<file path="src/rtl/core2axi_mo_if.sv">
// AXI4 channel bundle used by core2axi_mo.
// Purpose: groups the AW, W, B, AR and R channels of a single-beat AXI4 link.
// Modports:
//   master - bridge side: drives AW/W/AR payload and valids plus B/R ready,
//            and samples AW/W/AR ready and the B/R responses.
//   slave  - memory side: the mirror image of master.
interface core2axi_mo_if #(
    parameter int unsigned ADDR_WIDTH = 32,
    parameter int unsigned DATA_WIDTH = 32,
    parameter int unsigned ID_WIDTH   = 4
);
    // AW channel
    logic                    aw_valid;
    logic                    aw_ready;
    logic [ADDR_WIDTH-1:0]   aw_addr;
    logic [ID_WIDTH-1:0]     aw_id;
    logic [2:0]              aw_prot;
    logic [7:0]              aw_len;
    logic [2:0]              aw_size;
    logic [1:0]              aw_burst;
    logic [3:0]              aw_cache;
    logic                    aw_lock;
    // W channel
    logic                    w_valid;
    logic                    w_ready;
    logic [DATA_WIDTH-1:0]   w_data;
    logic [DATA_WIDTH/8-1:0] w_strb;
    logic                    w_last;
    // B channel
    logic                    b_valid;
    logic                    b_ready;
    logic [1:0]              b_resp;
    // AR channel
    logic                    ar_valid;
    logic                    ar_ready;
    logic [ADDR_WIDTH-1:0]   ar_addr;
    logic [ID_WIDTH-1:0]     ar_id;
    logic [2:0]              ar_prot;
    logic [7:0]              ar_len;
    logic [2:0]              ar_size;
    logic [1:0]              ar_burst;
    logic [3:0]              ar_cache;
    logic                    ar_lock;
    // R channel
    logic                    r_valid;
    logic                    r_ready;
    logic [DATA_WIDTH-1:0]   r_data;
    logic [1:0]              r_resp;
    logic                    r_last;

    modport master (
        output aw_valid, aw_addr, aw_id, aw_prot, aw_len, aw_size, aw_burst, aw_cache, aw_lock,
        input  aw_ready,
        output w_valid, w_data, w_strb, w_last,
        input  w_ready,
        input  b_valid, b_resp,
        output b_ready,
        output ar_valid, ar_addr, ar_id, ar_prot, ar_len, ar_size, ar_burst, ar_cache, ar_lock,
        input  ar_ready,
        input  r_valid, r_data, r_resp, r_last,
        output r_ready
    );

    modport slave (
        input  aw_valid, aw_addr, aw_id, aw_prot, aw_len, aw_size, aw_burst, aw_cache, aw_lock,
        output aw_ready,
        input  w_valid, w_data, w_strb, w_last,
        output w_ready,
        output b_valid, b_resp,
        input  b_ready,
        input  ar_valid, ar_addr, ar_id, ar_prot, ar_len, ar_size, ar_burst, ar_cache, ar_lock,
        output ar_ready,
        output r_valid, r_data, r_resp, r_last,
        input  r_ready
    );
endinterface

</file>
<file path="src/rtl/core2axi_mo.sv">
// Core data port (req/gnt/rvalid) to AXI4 single-beat bridge with up to
// MAX_OUTSTANDING in-flight requests and in-order completion.
// Ports:
//   clk_i, rst_ni        clock, asynchronous active-low reset
//   data_req_i .. _wdata_i  core request side; data_gnt_o accepts it (combinational)
//   data_rvalid_o/_rdata_o/_err_o  one response per grant, in grant order
//   axi                  AXI4 master port (AW/W/B/AR/R), request channels registered
// DATA_WIDTH must be 32 or 64; MAX_OUTSTANDING must be a power of two >= 1.
module core2axi_mo #(
    parameter int unsigned         ADDR_WIDTH      = 32,
    parameter int unsigned         DATA_WIDTH      = 32,
    parameter int unsigned         ID_WIDTH        = 4,
    parameter logic [ID_WIDTH-1:0] AXI_ID          = '0,
    parameter int unsigned         MAX_OUTSTANDING = 4,
    parameter logic [2:0]          AXI_PROT        = 3'b000
) (
    input  logic                    clk_i,
    input  logic                    rst_ni,
    input  logic                    data_req_i,
    output logic                    data_gnt_o,
    input  logic [ADDR_WIDTH-1:0]   data_addr_i,
    input  logic                    data_we_i,
    input  logic [DATA_WIDTH/8-1:0] data_be_i,
    input  logic [DATA_WIDTH-1:0]   data_wdata_i,
    output logic                    data_rvalid_o,
    output logic [DATA_WIDTH-1:0]   data_rdata_o,
    output logic                    data_err_o,
    core2axi_mo_if.master           axi
);
    localparam int unsigned    CntW   = $clog2(MAX_OUTSTANDING + 1);
    localparam int unsigned    PtrW   = (MAX_OUTSTANDING > 1) ? $clog2(MAX_OUTSTANDING) : 1;
    localparam logic [CntW-1:0] CntMax = CntW'(MAX_OUTSTANDING);
    localparam logic [2:0]     AxSize = 3'($clog2(DATA_WIDTH / 8));

    logic                    aw_valid_q, aw_valid_d, w_valid_q, w_valid_d, ar_valid_q, ar_valid_d;
    logic [ADDR_WIDTH-1:0]   aw_addr_q, aw_addr_d, ar_addr_q, ar_addr_d;
    logic [DATA_WIDTH-1:0]   w_data_q, w_data_d;
    logic [DATA_WIDTH/8-1:0] w_strb_q, w_strb_d;
    logic [CntW-1:0]         cnt_q, cnt_d;
    logic [PtrW-1:0]         wr_ptr_q, wr_ptr_d, rd_ptr_q, rd_ptr_d;
    // Order FIFO: one bit per slot, 1 = write.
    logic [MAX_OUTSTANDING-1:0] op_q, op_d;
    logic                    rvalid_q, rvalid_d, err_q, err_d;
    logic [DATA_WIDTH-1:0]   rdata_q, rdata_d;

    logic fifo_empty, head_is_wr, ch_free, gnt, r_hs, b_hs, pop;
    logic unused_bits;

    function automatic logic [PtrW-1:0] ptr_inc(input logic [PtrW-1:0] p);
        return (p == PtrW'(MAX_OUTSTANDING - 1)) ? '0 : p + 1'b1;
    endfunction

    always_comb begin
        fifo_empty = (cnt_q == '0);
        head_is_wr = op_q[rd_ptr_q];
        r_hs       = axi.r_valid && !fifo_empty && !head_is_wr;
        b_hs       = axi.b_valid && !fifo_empty && head_is_wr;
        pop        = r_hs || b_hs;
        ch_free    = data_we_i ? (!aw_valid_q && !w_valid_q) : !ar_valid_q;
        // Uses the pre-pop count: no grant at full even if a response pops this cycle.
        gnt        = data_req_i && (cnt_q < CntMax) && ch_free;
    end

    always_comb begin
        aw_valid_d = aw_valid_q;
        w_valid_d  = w_valid_q;
        ar_valid_d = ar_valid_q;
        aw_addr_d  = aw_addr_q;
        ar_addr_d  = ar_addr_q;
        w_data_d   = w_data_q;
        w_strb_d   = w_strb_q;
        op_d       = op_q;
        wr_ptr_d   = wr_ptr_q;
        rd_ptr_d   = rd_ptr_q;
        cnt_d      = cnt_q;

        if (aw_valid_q && axi.aw_ready) aw_valid_d = 1'b0;
        if (w_valid_q && axi.w_ready)   w_valid_d  = 1'b0;
        if (ar_valid_q && axi.ar_ready) ar_valid_d = 1'b0;

        // A grant only happens while the target channel is idle, so payload
        // registers never change under an asserted valid.
        if (gnt) begin
            if (data_we_i) begin
                aw_valid_d = 1'b1;
                w_valid_d  = 1'b1;
                aw_addr_d  = data_addr_i;
                w_data_d   = data_wdata_i;
                w_strb_d   = data_be_i;
            end else begin
                ar_valid_d = 1'b1;
                ar_addr_d  = data_addr_i;
            end
            op_d[wr_ptr_q] = data_we_i;
            wr_ptr_d       = ptr_inc(wr_ptr_q);
        end
        if (pop) rd_ptr_d = ptr_inc(rd_ptr_q);

        unique case ({gnt, pop})
            2'b10:   cnt_d = cnt_q + 1'b1;
            2'b01:   cnt_d = cnt_q - 1'b1;
            default: cnt_d = cnt_q;
        endcase

        rvalid_d = pop;
        rdata_d  = r_hs ? axi.r_data : '0;
        err_d    = r_hs ? axi.r_resp[1] : (b_hs && axi.b_resp[1]);
    end

    always_ff @(posedge clk_i or negedge rst_ni) begin
        if (!rst_ni) begin
            aw_valid_q <= 1'b0;
            w_valid_q  <= 1'b0;
            ar_valid_q <= 1'b0;
            aw_addr_q  <= '0;
            ar_addr_q  <= '0;
            w_data_q   <= '0;
            w_strb_q   <= '0;
            op_q       <= '0;
            wr_ptr_q   <= '0;
            rd_ptr_q   <= '0;
            cnt_q      <= '0;
            rvalid_q   <= 1'b0;
            rdata_q    <= '0;
            err_q      <= 1'b0;
        end else begin
            aw_valid_q <= aw_valid_d;
            w_valid_q  <= w_valid_d;
            ar_valid_q <= ar_valid_d;
            aw_addr_q  <= aw_addr_d;
            ar_addr_q  <= ar_addr_d;
            w_data_q   <= w_data_d;
            w_strb_q   <= w_strb_d;
            op_q       <= op_d;
            wr_ptr_q   <= wr_ptr_d;
            rd_ptr_q   <= rd_ptr_d;
            cnt_q      <= cnt_d;
            rvalid_q   <= rvalid_d;
            rdata_q    <= rdata_d;
            err_q      <= err_d;
        end
    end

    assign data_gnt_o    = gnt;
    assign data_rvalid_o = rvalid_q;
    assign data_rdata_o  = rdata_q;
    assign data_err_o    = err_q;

    assign axi.aw_valid = aw_valid_q;
    assign axi.aw_addr  = aw_addr_q;
    assign axi.aw_id    = AXI_ID;
    assign axi.aw_prot  = AXI_PROT;
    assign axi.aw_len   = 8'd0;
    assign axi.aw_size  = AxSize;
    assign axi.aw_burst = 2'b01;
    assign axi.aw_cache = 4'b0000;
    assign axi.aw_lock  = 1'b0;
    assign axi.w_valid  = w_valid_q;
    assign axi.w_data   = w_data_q;
    assign axi.w_strb   = w_strb_q;
    assign axi.w_last   = 1'b1;
    assign axi.b_ready  = !fifo_empty && head_is_wr;
    assign axi.ar_valid = ar_valid_q;
    assign axi.ar_addr  = ar_addr_q;
    assign axi.ar_id    = AXI_ID;
    assign axi.ar_prot  = AXI_PROT;
    assign axi.ar_len   = 8'd0;
    assign axi.ar_size  = AxSize;
    assign axi.ar_burst = 2'b01;
    assign axi.ar_cache = 4'b0000;
    assign axi.ar_lock  = 1'b0;
    assign axi.r_ready  = !fifo_empty && !head_is_wr;

    // Single-beat only: r_last and the low response bits carry no information here.
    assign unused_bits = ^{axi.r_last, axi.r_resp[0], axi.b_resp[0]};
endmodule

</file>
<file path="src/flat_wrapper.sv">
// flat-port wrapper written by rule: the top's interface ports become plain ports
module core2axi_mo_flat 
#(
    parameter int unsigned         ADDR_WIDTH      = 32,
    parameter int unsigned         DATA_WIDTH      = 32,
    parameter int unsigned         ID_WIDTH        = 4,
    parameter logic [ID_WIDTH-1:0] AXI_ID          = '0,
    parameter int unsigned         MAX_OUTSTANDING = 4,
    parameter logic [2:0]          AXI_PROT        = 3'b000
)
  (clk_i, rst_ni, data_req_i, data_gnt_o, data_addr_i, data_we_i, data_be_i, data_wdata_i, data_rvalid_o, data_rdata_o, data_err_o, axi_aw_valid, axi_aw_addr, axi_aw_id, axi_aw_prot, axi_aw_len, axi_aw_size, axi_aw_burst, axi_aw_cache, axi_aw_lock, axi_aw_ready, axi_w_valid, axi_w_data, axi_w_strb, axi_w_last, axi_w_ready, axi_b_valid, axi_b_resp, axi_b_ready, axi_ar_valid, axi_ar_addr, axi_ar_id, axi_ar_prot, axi_ar_len, axi_ar_size, axi_ar_burst, axi_ar_cache, axi_ar_lock, axi_ar_ready, axi_r_valid, axi_r_data, axi_r_resp, axi_r_last, axi_r_ready);
  core2axi_mo_if #(.ADDR_WIDTH(ADDR_WIDTH), .DATA_WIDTH(DATA_WIDTH), .ID_WIDTH(ID_WIDTH)) axi_i ();
  input  logic clk_i;
  input  logic rst_ni;
  input  logic data_req_i;
  output logic data_gnt_o;
  input  logic [ADDR_WIDTH-1:0] data_addr_i;
  input  logic data_we_i;
  input  logic [DATA_WIDTH/8-1:0] data_be_i;
  input  logic [DATA_WIDTH-1:0] data_wdata_i;
  output logic data_rvalid_o;
  output logic [DATA_WIDTH-1:0] data_rdata_o;
  output logic data_err_o;
  output wire logic [$bits(axi_i.aw_valid)-1:0] axi_aw_valid;
  output wire logic [$bits(axi_i.aw_addr)-1:0] axi_aw_addr;
  output wire logic [$bits(axi_i.aw_id)-1:0] axi_aw_id;
  output wire logic [$bits(axi_i.aw_prot)-1:0] axi_aw_prot;
  output wire logic [$bits(axi_i.aw_len)-1:0] axi_aw_len;
  output wire logic [$bits(axi_i.aw_size)-1:0] axi_aw_size;
  output wire logic [$bits(axi_i.aw_burst)-1:0] axi_aw_burst;
  output wire logic [$bits(axi_i.aw_cache)-1:0] axi_aw_cache;
  output wire logic [$bits(axi_i.aw_lock)-1:0] axi_aw_lock;
  input wire logic [$bits(axi_i.aw_ready)-1:0] axi_aw_ready;
  output wire logic [$bits(axi_i.w_valid)-1:0] axi_w_valid;
  output wire logic [$bits(axi_i.w_data)-1:0] axi_w_data;
  output wire logic [$bits(axi_i.w_strb)-1:0] axi_w_strb;
  output wire logic [$bits(axi_i.w_last)-1:0] axi_w_last;
  input wire logic [$bits(axi_i.w_ready)-1:0] axi_w_ready;
  input wire logic [$bits(axi_i.b_valid)-1:0] axi_b_valid;
  input wire logic [$bits(axi_i.b_resp)-1:0] axi_b_resp;
  output wire logic [$bits(axi_i.b_ready)-1:0] axi_b_ready;
  output wire logic [$bits(axi_i.ar_valid)-1:0] axi_ar_valid;
  output wire logic [$bits(axi_i.ar_addr)-1:0] axi_ar_addr;
  output wire logic [$bits(axi_i.ar_id)-1:0] axi_ar_id;
  output wire logic [$bits(axi_i.ar_prot)-1:0] axi_ar_prot;
  output wire logic [$bits(axi_i.ar_len)-1:0] axi_ar_len;
  output wire logic [$bits(axi_i.ar_size)-1:0] axi_ar_size;
  output wire logic [$bits(axi_i.ar_burst)-1:0] axi_ar_burst;
  output wire logic [$bits(axi_i.ar_cache)-1:0] axi_ar_cache;
  output wire logic [$bits(axi_i.ar_lock)-1:0] axi_ar_lock;
  input wire logic [$bits(axi_i.ar_ready)-1:0] axi_ar_ready;
  input wire logic [$bits(axi_i.r_valid)-1:0] axi_r_valid;
  input wire logic [$bits(axi_i.r_data)-1:0] axi_r_data;
  input wire logic [$bits(axi_i.r_resp)-1:0] axi_r_resp;
  input wire logic [$bits(axi_i.r_last)-1:0] axi_r_last;
  output wire logic [$bits(axi_i.r_ready)-1:0] axi_r_ready;
  assign axi_aw_valid = axi_i.aw_valid;
  assign axi_aw_addr = axi_i.aw_addr;
  assign axi_aw_id = axi_i.aw_id;
  assign axi_aw_prot = axi_i.aw_prot;
  assign axi_aw_len = axi_i.aw_len;
  assign axi_aw_size = axi_i.aw_size;
  assign axi_aw_burst = axi_i.aw_burst;
  assign axi_aw_cache = axi_i.aw_cache;
  assign axi_aw_lock = axi_i.aw_lock;
  assign axi_i.aw_ready = axi_aw_ready;
  assign axi_w_valid = axi_i.w_valid;
  assign axi_w_data = axi_i.w_data;
  assign axi_w_strb = axi_i.w_strb;
  assign axi_w_last = axi_i.w_last;
  assign axi_i.w_ready = axi_w_ready;
  assign axi_i.b_valid = axi_b_valid;
  assign axi_i.b_resp = axi_b_resp;
  assign axi_b_ready = axi_i.b_ready;
  assign axi_ar_valid = axi_i.ar_valid;
  assign axi_ar_addr = axi_i.ar_addr;
  assign axi_ar_id = axi_i.ar_id;
  assign axi_ar_prot = axi_i.ar_prot;
  assign axi_ar_len = axi_i.ar_len;
  assign axi_ar_size = axi_i.ar_size;
  assign axi_ar_burst = axi_i.ar_burst;
  assign axi_ar_cache = axi_i.ar_cache;
  assign axi_ar_lock = axi_i.ar_lock;
  assign axi_i.ar_ready = axi_ar_ready;
  assign axi_i.r_valid = axi_r_valid;
  assign axi_i.r_data = axi_r_data;
  assign axi_i.r_resp = axi_r_resp;
  assign axi_i.r_last = axi_r_last;
  assign axi_r_ready = axi_i.r_ready;
  core2axi_mo #(.ADDR_WIDTH(ADDR_WIDTH), .DATA_WIDTH(DATA_WIDTH), .ID_WIDTH(ID_WIDTH), .AXI_ID(AXI_ID), .MAX_OUTSTANDING(MAX_OUTSTANDING), .AXI_PROT(AXI_PROT)) u_core (.clk_i(clk_i), .rst_ni(rst_ni), .data_req_i(data_req_i), .data_gnt_o(data_gnt_o), .data_addr_i(data_addr_i), .data_we_i(data_we_i), .data_be_i(data_be_i), .data_wdata_i(data_wdata_i), .data_rvalid_o(data_rvalid_o), .data_rdata_o(data_rdata_o), .data_err_o(data_err_o), .axi(axi_i));
endmodule
</file>
<file path="config.mk">
export PLATFORM = sky130hd
export DESIGN_NAME = core2axi_mo_flat
export DESIGN_NICKNAME = d
export VERILOG_FILES = /design/src/rtl/core2axi_mo_if.sv /design/src/rtl/core2axi_mo.sv /design/src/flat_wrapper.sv
export SDC_FILE = /design/constraint.sdc
export NUM_CORES = 1
export LEC_CHECK = 0
export CAP_MARGIN = 20
export CORE_ASPECT_RATIO = 0.9
export CORE_MARGIN = 1
export CORE_UTILIZATION = 25
export DETAILED_ROUTE_END_ITERATION = 16
export GPL_ROUTABILITY_DRIVEN = 0
export PLACE_DENSITY = 0.62
export SLEW_MARGIN = 0
export SYNTH_ARGS = -nofsm -noshare
export SYNTH_HDL_FRONTEND = slang
export SYNTH_SLANG_ARGS = --single-unit
</file>
<file path="constraint.sdc">
create_clock -name clk_i -period 4.7 [get_ports clk_i]
set_clock_uncertainty 0.05 [all_clocks]
set_input_delay 1.175 -clock clk_i [delete_from_list [all_inputs] [get_ports clk_i]]
set_output_delay 1.175 -clock clk_i [all_outputs]
set_load 0.005 [all_outputs]
</file>
==> out/qor.csv <==
metric,value,unit
Worst-Margin Slew,0.731,ns
first-pass GRT wire length,21500,µm
Leakage Power,4.00,nW
HPWL after DPL,9680,µm
CTS root buf,clkbuf_16,
Final Cycle Share,86.4,%
Post-CTS Hold Buffers,0,
Port Buffers,250,
type of origin of the critical path,primary input,
wire length per cell,14.2,µm
sequential element share of the synthesized area,62.2,%
setup violators final,0,
Initial Utilization,25.5,%
Worst Path Arrival,2.84,ns
Post-Place Cells,945,
residual DRC count,0,
Via density,3.90,
Final TNS setup,0,ns
CP Max Fanout,6,
critical path class,in -> out,
cell area after synthesis,5950,µm²
largest net degree at the start of global routing,79,
Slew Limit Headroom,51.3,%
area of the multi-input gates,1940,µm²
initial antenna violation count,0,
# fillers,2233,
Clock Tree Buf Depth,2,
total power,5.87,mW
CP Capture Type,output port,
fmax,0.246,GHz
Max Cap Viol,0,
top-level port count,305,
Routed Antenna Nets,0,
Die H,148,µm
synth unique cells,29,
setup bufs post-CTS,0,
post-CTS sizing,0,
Ant. Diodes,0,
max-slew violation count,0,
power per cell area,634,nW/µm²
Area growth syn-to-layout,55.5,%
clock-pin slew on the worst setup and hold paths,0.06,ns
TritonCTS clock tree,built,
class of the worst hold path,reg -> reg,
Post-Synthesis Cells,404,
Post-Route WL,13900,µm
status,finished clean,
gr ovfl total,0,
Die Area,24400,µm²
H-tree Lvls,4,
Yosys top cell by area,dfrtp_1,
Synth top area share,62.2,%
detailed-route via count,3814,
layout cell share with drive strength beyond 1,22.1,%
register area,3700,µm²
worst skew pair latency,0.42,ns
syn_area_per_cell,14.7,µm²
unrepaired setup endpoints after global routing,no,
core area,23300,µm²
DRT iter0 DRCs,96,
number of CTS-inserted buffers,17,
clk sink count,148,
Finished Layout Cells,977,
synthesized flop and latch total,148,
vias in the first global route,3909,
data required time of the worst path,3.47,ns
Max VDD drop,228,µV
floorplan row count,53,
1st-pass router iterations,4,
fin nets,784,
final hold viol count,0,
gr usage total,11.6,%
crit path time final,4.06,ns
synth top area cells,"dfrtp_1, mux2_2, buf_4",
Horiz. Die Dim,165,µm
yosys warns,0,
synthesized netlist by cell type, drive strengths merged:
cell type / n
mux4: 1
dfrtp: 148
xnor2: 1
buf: 62
mux2i: 1
a21oi: 1
inv: 9
xor2: 2
nor3b: 1
ha: 6
o211ai: 4
a21o: 1
o31ai: 2
mux2: 108
nor2: 6
and2: 33
o21ai: 4
nor2b: 2
clkbuf: 4
fa: 1
nand3b: 1
conb: 2
nand2: 2
nand3: 1
nor3: 1
routing by layer:
| layer | track usage (%) | vias to the layer above | share of wire [%] |
|---|---|---|---|
| met3 | 4.46 | 16 | 8.4 |
| met1 | 13.6 | 1870 | 40 |
| met5 | 0 | - | 0 |
| met2 | 18.9 | 156 | 50 |
| met4 | 5.14 | 0 | 2.1 |
| li1 | - | 1772 | - |
path summary, 6_finish.rpt:
check / from / end / slack, ns / cells after the start
min in group asynchronous: rst_ni / u_core.axi.w_data[23] / 0.73 / 1
max in group asynchronous: rst_ni / u_core.wr_ptr_q[1] / 3.01 / 2
max: data_we_i / data_gnt_o / 0.64 / 6
min: u_core.axi.ar_addr[15] / u_core.axi.ar_addr[15] / 0.44 / 1
min reg2reg: u_core.axi.ar_addr[15] / u_core.axi.ar_addr[15] / 0.44 / 1
max reg2reg: u_core.rd_ptr_q[0] / u_core.cnt_q[2] / 2.18 / 8
worst max-delay path, cell delays in order:
cell and delay [ns]:
clkdlybuf4s50_1 0.50, nor2_1 0.31, o21ai_0 0.14, buf_4 0.16, inv_1 0.05, clkdlybuf4s50_1 0.51
stage by stage:
| stage | setup WS, ns | hold slack [ns] | utilization (%) | area [µm²] |
|---|---|---|---|---|
| after floorplan | 1.71 | 0.424 | - | 6130 |
| after global placement | 0.632 | 0.421 | 37.0 | 8630 |
| after detailed placement | 0.618 | 0.425 | 37.0 | 8630 |
| after CTS | 0.620 | 0.442 | 39.6 | 9240 |
| after global routing | 0.502 | 0.463 | 39.6 | 9250 |
| final | 0.637 | 0.438 | 39.6 | 9250 |
flip-flops by register name, indices dropped and copies added, names as in the netlist:
signal / count
u_core.axi.ar_addr: 32
u_core.axi.aw_addr: 32
u_core.axi.w_data: 32
u_core.data_rdata_o: 32
u_core.axi.w_strb: 4
u_core.op_q: 4
u_core.cnt_q: 3
u_core.rd_ptr_q: 2
u_core.wr_ptr_q: 2
u_core.axi.ar_valid: 1
u_core.axi.aw_valid: 1
u_core.axi.w_valid: 1
u_core.data_err_o: 1
u_core.data_rvalid_o: 1
cells by family (layout without fill, tap and decap cells):
kind of cell / after synthesis / count (layout) / share of synthesized area, %
flops: 148 / 148 / 62.2
fa+ha+maj: 7 / 7 / 1.60
other cells: 2 / 51 / 0.126
simple gates: 47 / 47 / 4.73
buf+inv: 75 / 297 / 8.37
mux: 110 / 110 / 21.2
compound gates: 12 / 12 / 1.30
xor+xnor: 3 / 3 / 0.442
cell type report:
type | count | share of cell area [%]
clock inverters | 12 | 1.68
inverters | 9 | 0.365
well taps | 302 | 4.08
flip-flops and latches | 148 | 40.0
repair buffers | 257 | 28.0
clock buffers | 19 | 4.89
multi-input cells | 230 | 21.0
where the power goes:
| part | internal, mW | total (mW) | leakage, nW | switching, mW |
|---|---|---|---|---|
| registers | 1.86 | 2.14 | 1.81 | 0.277 |
| logic | 1.57 | 2.32 | 1.90 | 0.747 |
| clock network | 0.861 | 1.41 | 0.283 | 0.549 |
layout by cell type, fill, tap and decap left out, types with 2 or more instances in the layout:
cell type        count
clkbuf_8             2
clkinvlp_4           5
clkinv_2             2
and2_1              32
conb_1              51
clkdlybuf4s50_1    249
mux2_1               4
mux2_2             104
buf_4                4
nor2b_1              2
o21ai_0              4
o31ai_1              2
clkbuf_16           17
inv_1                9
nor2_1               5
bufinv_16            3
dfrtp_1            148
buf_12               2
xor2_1               2
o211ai_1             4
ha_1                 6
Note: power is estimated with default switching activity, not from simulation.
